[src/rtl/kfpga_cfg_pkg.sv]
// Shared types and sizing helpers for the fabric configuration loader.
package kfpga_cfg_pkg;

  typedef enum logic [1:0] {
    IDLE  = 2'd0,
    WAIT  = 2'd1,
    SHIFT = 2'd2,
    DONE  = 2'd3
  } cfg_state_t;

  localparam int LUT_CONFIG_BITS = 64;
  localparam int LE_CONFIG_BITS  = LUT_CONFIG_BITS + 1;

  localparam int DEFAULT_NUM_LES     = 64;
  localparam int DEFAULT_WORD_WIDTH  = 32;
  localparam int DEFAULT_CHAIN_WIDTH = 1;
  localparam int DEFAULT_CONFIG_BITS = DEFAULT_NUM_LES * LE_CONFIG_BITS;

  // Chain beats needed to drain one host word.
  function automatic int beats_per_word(input int word_width, input int chain_width);
    return word_width / chain_width;
  endfunction

  // Width of a counter holding 0..n-1, never narrower than one bit.
  function automatic int cnt_width(input int n);
    return (n < 2) ? 1 : $clog2(n);
  endfunction

  localparam int BEATS_PER_WORD = beats_per_word(DEFAULT_WORD_WIDTH, DEFAULT_CHAIN_WIDTH);
  localparam int BEAT_CNT_W     = cnt_width(BEATS_PER_WORD);
  localparam int BIT_CNT_W      = $clog2(DEFAULT_CONFIG_BITS + 1);

endpackage

[src/rtl/cfg_serializer.sv]
// Word-to-chain serializer: loads one host word and shifts it out LSB first,
// CHAIN_WIDTH bits per beat, flagging the final beat of the word.
module cfg_serializer
  import kfpga_cfg_pkg::*;
#(
  parameter int WORD_WIDTH  = 32,
  parameter int CHAIN_WIDTH = 1
) (
  input  logic                   clock,
  input  logic                   reset,
  input  logic                   clear,
  input  logic                   load,
  input  logic                   shift,
  input  logic [WORD_WIDTH-1:0]  word_in,
  output logic [CHAIN_WIDTH-1:0] data_out,
  output logic                   last_beat
);

  localparam int BEATS  = beats_per_word(WORD_WIDTH, CHAIN_WIDTH);
  localparam int BEAT_W = cnt_width(BEATS);

  logic [WORD_WIDTH-1:0] sreg;
  logic [BEAT_W-1:0]     beat_cnt;

  // Clear beats load, load beats shift; shifting moves the next beats into the low bits.
  always_ff @(posedge clock or posedge reset) begin
    if (reset) begin
      sreg     <= '0;
      beat_cnt <= '0;
    end else if (clear) begin
      sreg     <= '0;
      beat_cnt <= '0;
    end else if (load) begin
      sreg     <= word_in;
      beat_cnt <= '0;
    end else if (shift) begin
      sreg     <= sreg >> CHAIN_WIDTH;
      beat_cnt <= beat_cnt + BEAT_W'(1);
    end
  end

  assign data_out  = sreg[CHAIN_WIDTH-1:0];
  assign last_beat = (beat_cnt == BEAT_W'(BEATS - 1));

endmodule

[src/rtl/config_loader.sv]
// Fabric configuration loader: takes bitstream words from the host and feeds
// the config shift chain, keeping the fabric in reset until the chain is full.
module config_loader
  import kfpga_cfg_pkg::*;
#(
  parameter int WORD_WIDTH  = DEFAULT_WORD_WIDTH,
  parameter int CHAIN_WIDTH = DEFAULT_CHAIN_WIDTH,
  parameter int CONFIG_BITS = DEFAULT_CONFIG_BITS
) (
  input  logic                   clock,
  input  logic                   reset,
  input  logic                   start,
  input  logic                   abort,
  input  logic                   in_valid,
  input  logic [WORD_WIDTH-1:0]  in_data,
  output logic                   in_ready,
  output logic                   cfg_shift_en,
  output logic [CHAIN_WIDTH-1:0] cfg_data,
  output logic                   fabric_nreset,
  output logic                   busy,
  output logic                   done,
  output logic                   error
);

  localparam int BIT_W = $clog2(CONFIG_BITS + 1);

  generate
    if ((WORD_WIDTH % CHAIN_WIDTH) != 0) begin : g_bad_word_width
      $error("config_loader: CHAIN_WIDTH must divide WORD_WIDTH");
    end
    if ((CONFIG_BITS % CHAIN_WIDTH) != 0) begin : g_bad_config_bits
      $error("config_loader: CONFIG_BITS must be a multiple of CHAIN_WIDTH");
    end
  endgenerate

  cfg_state_t             state;
  logic [BIT_W-1:0]       bit_cnt;
  logic                   last_bit;
  logic                   last_beat;
  logic                   ser_load;
  logic                   ser_shift;
  logic [CHAIN_WIDTH-1:0] ser_data;

  // The beat being shifted now is the last one the chain needs.
  assign last_bit  = (bit_cnt == BIT_W'(CONFIG_BITS - CHAIN_WIDTH));
  assign ser_load  = (state == WAIT) && in_valid;
  assign ser_shift = (state == SHIFT);

  cfg_serializer #(
    .WORD_WIDTH (WORD_WIDTH),
    .CHAIN_WIDTH(CHAIN_WIDTH)
  ) u_serializer (
    .clock    (clock),
    .reset    (reset),
    .clear    (abort),
    .load     (ser_load),
    .shift    (ser_shift),
    .word_in  (in_data),
    .data_out (ser_data),
    .last_beat(last_beat)
  );

  // Load sequencer: abort wins over everything, start while busy only flags an error.
  always_ff @(posedge clock or posedge reset) begin
    if (reset) begin
      state   <= IDLE;
      bit_cnt <= '0;
      error   <= 1'b0;
    end else if (abort) begin
      state   <= IDLE;
      bit_cnt <= '0;
    end else begin
      case (state)
        IDLE, DONE: begin
          if (start) begin
            bit_cnt <= '0;
            error   <= 1'b0;
            state   <= WAIT;
          end
        end
        WAIT: begin
          if (start) error <= 1'b1;
          if (in_valid) state <= SHIFT;
        end
        SHIFT: begin
          if (start) error <= 1'b1;
          bit_cnt <= bit_cnt + BIT_W'(CHAIN_WIDTH);
          if (last_bit) state <= DONE;
          else if (last_beat) state <= WAIT;
        end
        default: state <= IDLE;
      endcase
    end
  end

  assign in_ready      = (state == WAIT);
  assign busy          = (state == WAIT) || (state == SHIFT);
  assign cfg_shift_en  = (state == SHIFT);
  assign cfg_data      = (state == SHIFT) ? ser_data : '0;
  assign done          = (state == DONE);
  assign fabric_nreset = (state == DONE);

endmodule

[config.mk]
export PLATFORM = sky130hd
export DESIGN_NAME = config_loader
export DESIGN_NICKNAME = d
export VERILOG_FILES = /design/src/rtl/kfpga_cfg_pkg.sv /design/src/rtl/cfg_serializer.sv /design/src/rtl/config_loader.sv
export SDC_FILE = /design/constraint.sdc
export NUM_CORES = 1
export LEC_CHECK = 0
export ABC_AREA = 1
export CAP_MARGIN = 20
export CORE_AREA = 2 2 80 82
export DETAILED_ROUTE_END_ITERATION = 16
export DIE_AREA = 0 0 82 84
export PLACE_DENSITY = 0.75
export SLEW_MARGIN = 40
export SYNTH_ARGS = -nofsm -noshare
export SYNTH_HDL_FRONTEND = slang
export SYNTH_SLANG_ARGS = --single-unit
export TNS_END_PERCENT = 20
[constraint.sdc]
create_clock -name clock -period 1.6 [get_ports clock]
set_input_delay 0.32 -clock clock [delete_from_list [all_inputs] [get_ports clock]]
set_output_delay 0.32 -clock clock [all_outputs]
set_load 0.01 [all_outputs]
==> results of run 1 <==
## power breakdown
part | total (mW) | switching (mW) | internal, mW
clock network | 0.965 | 0.455 | 0.509
registers | 1.61 | 0.0814 | 1.53
logic | 1.65 | 0.897 | 0.748
## sequential cells by signal (all words and copies together), names as in the netlist
| signal | count |
|---|---|
| bit_cnt | 13 |
| error | 1 |
| u_serializer.sreg | 32 |
| state | 2 |
| u_serializer.beat_cnt | 5 |
## worst max-delay path, stage by stage (launching register included)
cell	delay (ps)
dfrtp_1	430
buf_4	160
inv_1	80
ha_4	160
buf_2	130
## logic make-up after synthesis
family | after synthesis | share of synthesized area (%)
AOI/OAI and AO/OA | 87 | 15.77
xor gates and xnor gates | 1 | 0.3024
adders and majority gates | 6 | 2.592
buffers and inverters | 82 | 11.92
DFF | 53 | 45.79
and+or+nand+nor | 154 | 23.63
## per-stage QoR
step | power [mW] | instances | hold slack [ps]
detailed placement | 3.092 | 508 | 484.8
global placement | 3.047 | 508 | 464.5
global route | 4.506 | 518 | 462.5
floorplan | 2.477 | 383 | 381.4
CTS | 4.068 | 516 | 440.5
finish | 4.218 | 518 | 417.7
## placed cells by master, fill, tap and decap left out, types with 6 or more instances in the layout
| master | n |
|---|---|
| nor2_1 | 13 |
| buf_12 | 6 |
| dfrtp_1 | 53 |
| clkdlybuf4s50_1 | 37 |
| nand3_1 | 43 |
| o21ai_0 | 50 |
| a21oi_1 | 9 |
| inv_1 | 56 |
| o21ai_1 | 19 |
| buf_4 | 19 |
| nand2_1 | 79 |
| clkbuf_8 | 6 |
## worst paths after layout
| path | startpoint | end | depth (start not counted) | slack (ps) |
|---|---|---|---|---|
| min in group clock | error | error | 2 | 510 |
| min reg2reg | error | error | 2 | 510 |
| min | reset | u_serializer.sreg[17] | 3 | 420 |
| max reg2reg | state[1] | u_serializer.sreg[24] | 9 | 50 |
| max in group asynchronous | reset | error | 3 | 940 |
| max | state[1] | in_ready | 4 | 20 |
## timing repair
| item | CTS | global route |
|---|---|---|
| buffers inserted | 0 | 1 |
| gates cloned | 0 | 1 |
| setup endpoints to repair | 37 | 45 |
| resized for setup | 28 | 31 |
| pin swaps | 0 | 4 |
## metal layers
metal | track usage (%) | part of all wire, % | vias up
li1 | - | - | 1343
met1 | 25.09 | 45 | 1227
met2 | 31.26 | 49 | 56
met3 | 3.788 | 4.3 | 6
met4 | 4.848 | 0.98 | 0
met5 | 0 | 0 | -
## cell type report
type,instances,area (sq um)
Clock buffer,6,82.58
Fill cell,552,2316
Multi-Input combinational cell,248,1299
Clock inverter,2,37.54
Sequential cell,53,1326
Timing Repair Buffer,69,693.2
Tap cell,77,96.34
Inverter,63,245.2
==> impl_metrics.tcl, run 1 <==
set metrics [dict create \
    initial_core_util_pct 47.52 \
    synth_most_common_cell "nand2_1" \
    relSlewSlack_pct 69.66 \
    htreeDepth 2 \
    grt_pass1_wl_um 10430 \
    cp_max_fo 3 \
    drive_gt1_share_pct 14.51 \
    route.detailed.drc 0 \
    synth.cell_area_sq_um 2897 \
    postCtsHoldBufs 0 \
    p_leak_nw 1.722 \
    grt_setup_unrepaired "true" \
    drt_wl_total_um 6307 \
    drtAntennaViolNets 0 \
    synth_area_leaders "dfrtp_1 46%, o21ai_0 12%, nand2_1 11%" \
    numPortBuffers 43 \
    status "completed" \
    cts.clk_slew.worst_paths_ps 90 \
    vdd_drop_max_mv 0.6154 \
    fin_skew_ps 6.732 \
    vias 2632 \
    ctsLongestPathBuffers 2 \
    ys.warnings.count 0 \
    synth_ff_type "dfrtp_1" \
    track_usage_pct 18.91 \
    antenna_found_initial 0 \
    fin_nets 483 \
    wire_per_inst_um 12.18 \
    num_rows 29 \
    die_h_um 84 \
    finalSetupTns_ps 0 \
    dpl_worst_slack_ps -89.04 \
    crit_required_ps 1280 \
    setup_viol 0 \
    n_antenna_cell 0 \
    synthesis.instances 383 \
    clock_latency_ps 310 \
    setup_slack_ps 20.61 \
    p_per_area_nw_per_um2 1116 \
    routabilityCongestion 0.8412 \
    worst_pin_slew_ps 450.3 \
    cts_root_buffer "clkbuf_8" \
    hp-class "input port to async pin" \
    yosysTopAreaCellShare_pct 45.79 \
    avgSynthCellArea_sq_um 7.563 \
    grt_max_degree 54 \
    post_synth_most_frequent_cells "82 x nand2_1, 67 x o21ai_0, 60 x inv_1, 53 x dfrtp_1, 44 x nand3_1" \
    viasPerCell 5.081 \
    drt-pass1-iter-count 4 \
    syn_to_final_growth_pct 30.50 \
    final_util_pct 62.01 \
    fp.dieW_um 82 \
    grt_pass1_vias 2396 \
    synth-seq-area-share_pct 45.79 \
    cp-end-kind "output pin" \
    final_max_slew_viol_count 0 \
    stdcell_area_sq_um 3780 \
    synthesis.nets 426 \
    cts_sinks 53 \
    path_class "flip-flop to output pin" \
    synth.distinct_cells 32 \
    cp.arrival_ps 1260 \
    fp.dieArea_sq_um 6888 \
    async_reset_ff_share_pct 100.0 \
    timing.final.crit_share_pct 98.71 \
    synth_top_cell_by_area "dfrtp_1" \
    dp.final_hpwl_um 4288 \
    finalHoldViolations 0 \
    cts_tree "done" \
    cts_made_buffers 5 \
    io_pins 44 \
    synth_enable_flop_cells 0 \
    start_kind "flip-flop" \
    postPlaceCellArea_sq_um 3573 \
    timing.fmax_mhz 633.2 \
    grt_overflow 0 \
    core-area_sq_um 6096 \
    ys_seq_elements 53 \
    min_period_ps 1579 \
    drv_cap 0 \
    drtIter0Drc 95 \
]
Note: power is estimated with default switching activity, not from simulation.
==> run 2, diff against run 1 <==
--- a/config.mk
+++ b/config.mk
@@ -7,12 +7,13 @@
 export LEC_CHECK = 0
 export ABC_AREA = 1
 export CAP_MARGIN = 20
-export CORE_AREA = 2 2 80 82
+export CORE_AREA = 2 2 81 83
 export DETAILED_ROUTE_END_ITERATION = 16
-export DIE_AREA = 0 0 82 84
+export DIE_AREA = 0 0 83 85
 export PLACE_DENSITY = 0.75
 export SLEW_MARGIN = 40
 export SYNTH_ARGS = -nofsm -noshare
 export SYNTH_HDL_FRONTEND = slang
+export SYNTH_HIERARCHICAL = 1
 export SYNTH_SLANG_ARGS = --single-unit
 export TNS_END_PERCENT = 20
==> run 2 against run 1 <==
Against the previous run:
- the flow now finishes with violations (setup timing)
- count of clock-buffer cells in the layout stayed put
- critical path depth rose by 6
- register-to-register slack got worse by 90 ps
- combinational power shrank 20%
- first-iteration DRC count increased by 51%
- via count up 5.2%
- critical path type is now flip-flop to flip-flop
- highest routed layer unchanged
==> impl_metrics.tcl, run 2 <==
set metrics [dict create \
    ys.warnings.count 6 \
    die_h_um 85 \
    cts_sinks 53 \
    drt_wl_total_um 6683 \
    viasPerCell 4.884 \
    route.detailed.drc 0 \
    relSlewSlack_pct 79.00 \
    stdcell_area_sq_um 3866 \
    async_reset_ff_share_pct 100.0 \
    synth_most_common_cell "nand2_1" \
    dpl_worst_slack_ps -107.1 \
    layout_commonest_cell "nand2_1" \
    synthesis.instances 416 \
    num_rows 29 \
    drt-pass1-iter-count 4 \
    setup_viol 12 \
    cp-startpoint "state[1]" \
    r2r-start "state[1]" \
    synthesis.nets 459 \
    cts.clk_slew.worst_paths_ps 100 \
    crit_chain "buf_4 > inv_2 > ha_4 > nand2_2 > inv_4 > inv_4 > a21oi_4 > clkbuf_16 > nand2_1 > nand2_1" \
    reg_top3 "u_serializer/sreg: 32 flops, bit_cnt: 13 flops, u_serializer/beat_cnt: 5 flops" \
    timing.fmax_mhz 609.9 \
    cp_num_cells 10 \
    nFillCells 568 \
    vias 2769 \
    largest-register "u_serializer/sreg" \
    post_synth_most_frequent_cells "220 x nand2_1, 53 x dfrtp_1, 39 x inv_1, 16 x nand3_1, 14 x o21ai_0" \
    synth.cell_area_sq_um 2958 \
    cp.arrival_ps 1900 \
    ctsLongestPathBuffers 2 \
    final_max_slew_viol_count 0 \
    max_stage_delay_ps 390 \
    htreeDepth 2 \
    yosysTopAreaCellShare_pct 44.84 \
    avgSynthCellArea_sq_um 7.110 \
    fp.dieArea_sq_um 7055 \
    postPlaceCellArea_sq_um 3635 \
    grt_overflow 0 \
    fin_nets 532 \
    initial_core_util_pct 47.67 \
    largest_reg_flops 32 \
    numPortBuffers 43 \
    drive_gt1_share_pct 16.94 \
    wire_per_inst_um 11.79 \
    clock_latency_ps 310 \
    grt_max_degree 38 \
    n_antenna_cell 0 \
    cts_made_buffers 5 \
    io_pins 44 \
    fin_cells 567 \
    postCtsHoldBufs 0 \
    synth_area_leaders "dfrtp_1 45%, nand2_1 28%, inv_1 4.9%" \
    violations "setup timing" \
    path_class "flip-flop to flip-flop" \
    multi_input_area_sq_um 1419 \
    critical_path_buf_inv_count 5 \
    ff_latch_area_sq_um 1326 \
    antenna_found_initial 0 \
    fp.dieW_um 83 \
    ys_seq_elements 53 \
    hp-class "input port to async pin" \
    timing.final.crit_share_pct 102.5 \
    routabilityCongestion 0.8746 \
    drtIter0Drc 143 \
    min_period_ps 1640 \
    synth.distinct_cells 29 \
    setup_slack_ps -39.54 \
    cts_tree "done" \
    dp.final_hpwl_um 4555 \
    dpl.cell_count 552 \
    worst_pin_slew_ps 314.4 \
    layout_common_cells "215 x nand2_1, 53 x dfrtp_1, 37 x clkdlybuf4s50_1, 35 x inv_1, 25 x buf_4" \
    grt_pass1_wl_um 11250 \
    synth-seq-area-share_pct 44.84 \
    fin_skew_ps 6.078 \
    p_leak_nw 2.099 \
    cp_top_family "buffers and inverters" \
    grt_setup_unrepaired "true" \
    crit_slowest_cell "dfrtp_1" \
    drtAntennaViolNets 0 \
    track_usage_pct 19.02 \
    synth_ff_type "dfrtp_1" \
    drv_cap 0 \
    cts_root_buffer "clkbuf_8" \
    p_per_area_nw_per_um2 920.2 \
    finalHoldViolations 0 \
    grt_pass1_vias 2537 \
    synth_enable_flop_cells 0 \
    synth_top_cell_by_area "dfrtp_1" \
    crit_required_ps 1860 \
    cp-end-kind "flip-flop" \
    vdd_drop_max_mv 0.4407 \
    core-area_sq_um 6205 \
    cp_max_fo 6 \
    start_kind "flip-flop" \
    syn_to_final_growth_pct 30.71 \
    status "finished, violations left" \
    r2r.worst_path.cells 10 \
]
[run 2: cells by family after synthesis]
family	count (synthesis)	synth area share, %
AND/OR/NAND/NOR	266	36.63
multiplexers	1	0.3807
XOR/XNOR	1	0.2962
flip-flops	53	44.84
AO/OA/AOI/OAI	32	6.303
buffers and inverters	57	9.010
adder cells (fa/ha/maj)	6	2.538
[run 2: worst min-delay path: cells and delay by family]
kind | cells | cell delay (ps)
buffers and inverters | 3 | 720
[run 2: final cells by class]
type	instances	share of cell area [%]
Clock buffer	6	1.877
Clock inverter	2	0.2589
Inverter	45	4.628
Multi-Input combinational cell	306	36.70
Sequential cell	53	34.30
Tap cell	77	2.492
Timing Repair Buffer	78	19.74
[run 2: what timing repair did]
action                                 in CTS  in global routing
buffers inserted                            0                  4
gates cloned                                0                  3
pin swaps                                   0                  5
resized for setup                          27                 23
endpoints found under the hold margin       0                  0
setup endpoints to repair                  43                 42
[run 2: report_power, final]
group / total, mW / internal (mW) / leakage [nW] / switching (mW)
clock: 0.755 / 0.305 / 0.0450 / 0.450
sequential: 1.49 / 1.43 / 0.727 / 0.0524
combinational: 1.32 / 0.606 / 1.33 / 0.710
[run 2: worst paths after layout]
kind,to,slack (ps)
hold / removal,bit_cnt[9],350
setup / recovery,u_serializer/sreg[23],-40
min in group clock,u_serializer/sreg[31],470
hold reg to reg,u_serializer/sreg[31],470
max in group asynchronous,u_serializer/sreg[18],1030
setup reg to reg,u_serializer/sreg[23],-40
[run 2: per-layer routing]
metal | vias to the layer above | routed length, um | GRT usage (%)
li1 | 1416 | - | -
met1 | 1276 | 3072 | 25.93
met2 | 73 | 3255 | 31.74
met3 | 4 | 314 | 3.405
met4 | 0 | 41 | 4.769
met5 | - | 0 | 0
[run 2: through the flow]
stage / power [mW] / setup TNS (ps) / hold slack (ps) / utilization (%)
6_report: 3.558 / -177.7 / 347.8 / 62.31
5_1_grt: 3.789 / -1476 / 399.1 / 62.31
4_1_cts: 3.410 / -18.48 / 354.8 / 60.01
2_1_floorplan: 2.200 / 0 / 233.7 / -
3_5_place_dp: 2.641 / -2996 / 456.4 / 58.58
3_3_place_gp: 2.621 / -2493 / 454.4 / 58.58
==> run 3, diff against run 2 <==
--- a/config.mk
+++ b/config.mk
@@ -7,9 +7,9 @@
 export LEC_CHECK = 0
 export ABC_AREA = 1
 export CAP_MARGIN = 20
-export CORE_AREA = 2 2 81 83
+export CORE_AREA = 2 2 85 79
 export DETAILED_ROUTE_END_ITERATION = 16
-export DIE_AREA = 0 0 83 85
+export DIE_AREA = 0 0 87 81
 export PLACE_DENSITY = 0.75
 export SLEW_MARGIN = 40
 export SYNTH_ARGS = -nofsm -noshare
==> run 3 against run 2 <==
Against the previous run:
- cell area up 5.6%
- combinational power rose by 16%
- clock power rose by 0.7%
- global-route usage grew 0.90 points
- sequential power about the same
- fmax fell by 0.85%
- largest cell class unchanged
- non-clock buffer count is 5 higher
- routed wire length is 8.7% higher
- critical endpoint is now busy
- final cell count up 0.53%
- worst hold slack got worse by 92 ps
- the flow still finishes with violations (setup timing)
==> impl_metrics.tcl, run 3 (synthesis results as in run 2) <==
set metrics [dict create \
    status "finished, violations left" \
    violations "setup timing" \
    drive_gt1_share_pct 22.22 \
    final_max_slew_viol_count 0 \
    grt_pass1_wl_um 11220 \
    clock_latency_ps 310 \
    die_h_um 81 \
    syn_to_final_growth_pct 38.07 \
    p_leak_nw 2.232 \
    ff_latch_area_sq_um 1326 \
    viasPerCell 4.975 \
    initial_core_util_pct 47.17 \
    grt_overflow 0 \
    cp-startpoint "state[1]" \
    antenna_found_initial 0 \
    cts_root_buffer "clkbuf_8" \
    relSlewSlack_pct 80.22 \
    drv_cap 0 \
    cp-end-kind "output pin" \
    hp-class "input port to async pin" \
    cts.clk_slew.worst_paths_ps 100 \
    vdd_drop_max_mv 0.4210 \
    grt_setup_unrepaired "true" \
    finalSetupTns_ps -640.9 \
    ctsLongestPathBuffers 2 \
    htreeDepth 2 \
    p_per_area_nw_per_um2 924.9 \
    stdcell_area_sq_um 4084 \
    multi_input_area_sq_um 1533 \
    vias 2836 \
    finalHoldViolations 0 \
    reg_top3 "u_serializer/sreg: 32 flops, bit_cnt: 13 flops, u_serializer/beat_cnt: 5 flops" \
    routabilityCongestion 0.8738 \
    min_period_ps 1654 \
    path_class "flip-flop to output pin" \
    drtIter0Drc 145 \
    io_pins 44 \
    numPortBuffers 43 \
    cp_max_fo 4 \
    grt_max_degree 38 \
    crit_required_ps 1280 \
    start_kind "flip-flop" \
    fin_cells 570 \
    timing.fmax_mhz 604.7 \
    postCtsHoldBufs 0 \
    fin_nets 537 \
    drt_wl_total_um 7263 \
    cts_sinks 53 \
    setup_viol 23 \
    final_util_pct 65.12 \
    r2r.worst_path.cells 10 \
    worst_pin_slew_ps 295.1 \
    nFillCells 505 \
    dpl.cell_count 552 \
    regToRegSetupSlack_ps -50 \
    largest-register "u_serializer/sreg" \
    route.detailed.drc 0 \
    layout_commonest_cell "nand2_1" \
    n_antenna_cell 0 \
    drt-pass1-iter-count 4 \
    layout_common_cells "195 x nand2_1, 53 x dfrtp_1, 37 x clkdlybuf4s50_1, 35 x inv_1, 22 x buf_4" \
    cp.arrival_ps 1330 \
    grt_pass1_vias 2634 \
    timing.final.crit_share_pct 103.4 \
    track_usage_pct 19.92 \
    r2r-end "u_serializer/sreg[1]" \
    drtAntennaViolNets 0 \
    cp-endpoint "busy" \
    wire_per_inst_um 12.74 \
    cts_made_buffers 5 \
    dp.final_hpwl_um 4732 \
    fp.dieArea_sq_um 7047 \
    postPlaceCellArea_sq_um 3660 \
    setup_slack_ps -53.66 \
    largest_reg_flops 32 \
    core-area_sq_um 6271 \
    fin_skew_ps 10.24 \
    cts_tree "done" \
    fp.dieW_um 87 \
    hold_ws_ps 255.9 \
    num_rows 28 \
    r2r-start "state[1]" \
]
==> run 3: cell types whose count changed in the layout (fill, tap and decap cells not counted), moves of 2 or more <==
cell,before,now
a21oi_4,1,3
clkinv_2,2,0
o21ai_0,11,9
nand2_4,2,9
inv_2,5,3
o21ai_2,0,2
nand2_1,215,195
clkbuf_1,1,3
buf_4,25,22
nand2_2,8,21
buf_6,4,11
==> run 3: metrics by stage <==
step	power, mW	worst slack [ps]
after CTS	3.477	-12.10
final	3.777	-53.66
after global routing	3.988	-125.5
after global placement	2.661	-104.8
after detailed placement	2.681	-156.1
after floorplan	2.200	25.67
==> run 3: worst min-delay path by stage <==
stage	endpoint	cells past startpoint
final	bit_cnt[4]	2
after global routing	bit_cnt[2]	2
after CTS	bit_cnt[4]	2
after detailed placement	u_serializer/sreg[31]	2
after global placement	u_serializer/sreg[31]	2
after floorplan	bit_cnt[0]	1
==> run 3: timing repair <==
| action | CTS | global route |
|---|---|---|
| endpoints found under the hold margin | 0 | 0 |
| cloned | 0 | 4 |
| endpoints found under the setup margin | 48 | 48 |
| setup buffers | 2 | 5 |
| pin swaps | 3 | 20 |
| gates resized for setup | 35 | 65 |
==> run 3: worst max-delay path: stages (launching register included) <==
cell	delay [ps]
dfrtp_1	430
buf_6	130
ha_4	290
inv_4	50
buf_6	110
==> run 3: cell type report <==
| cell class | count | share of cell area [%] |
|---|---|---|
| Tap cell | 75 | 2.298 |
| Sequential cell | 53 | 32.48 |
| Timing Repair Buffer | 83 | 21.17 |
| Clock buffer | 8 | 1.961 |
| Inverter | 45 | 4.565 |
| Multi-Input combinational cell | 306 | 37.53 |
==> run 3: power breakdown <==
group          switching, mW  internal (mW)
Combinational          0.811          0.719
Sequential            0.0525           1.43
Clock                  0.447          0.313
Total                   1.31           2.47
==> run 3: layer usage <==
layer | global-route usage (%) | part of all wire (%)
met1 | 25.65 | 45
met2 | 33.82 | 50
met3 | 3.862 | 4.4
met5 | 0 | 0
met4 | 6.406 | 1.2
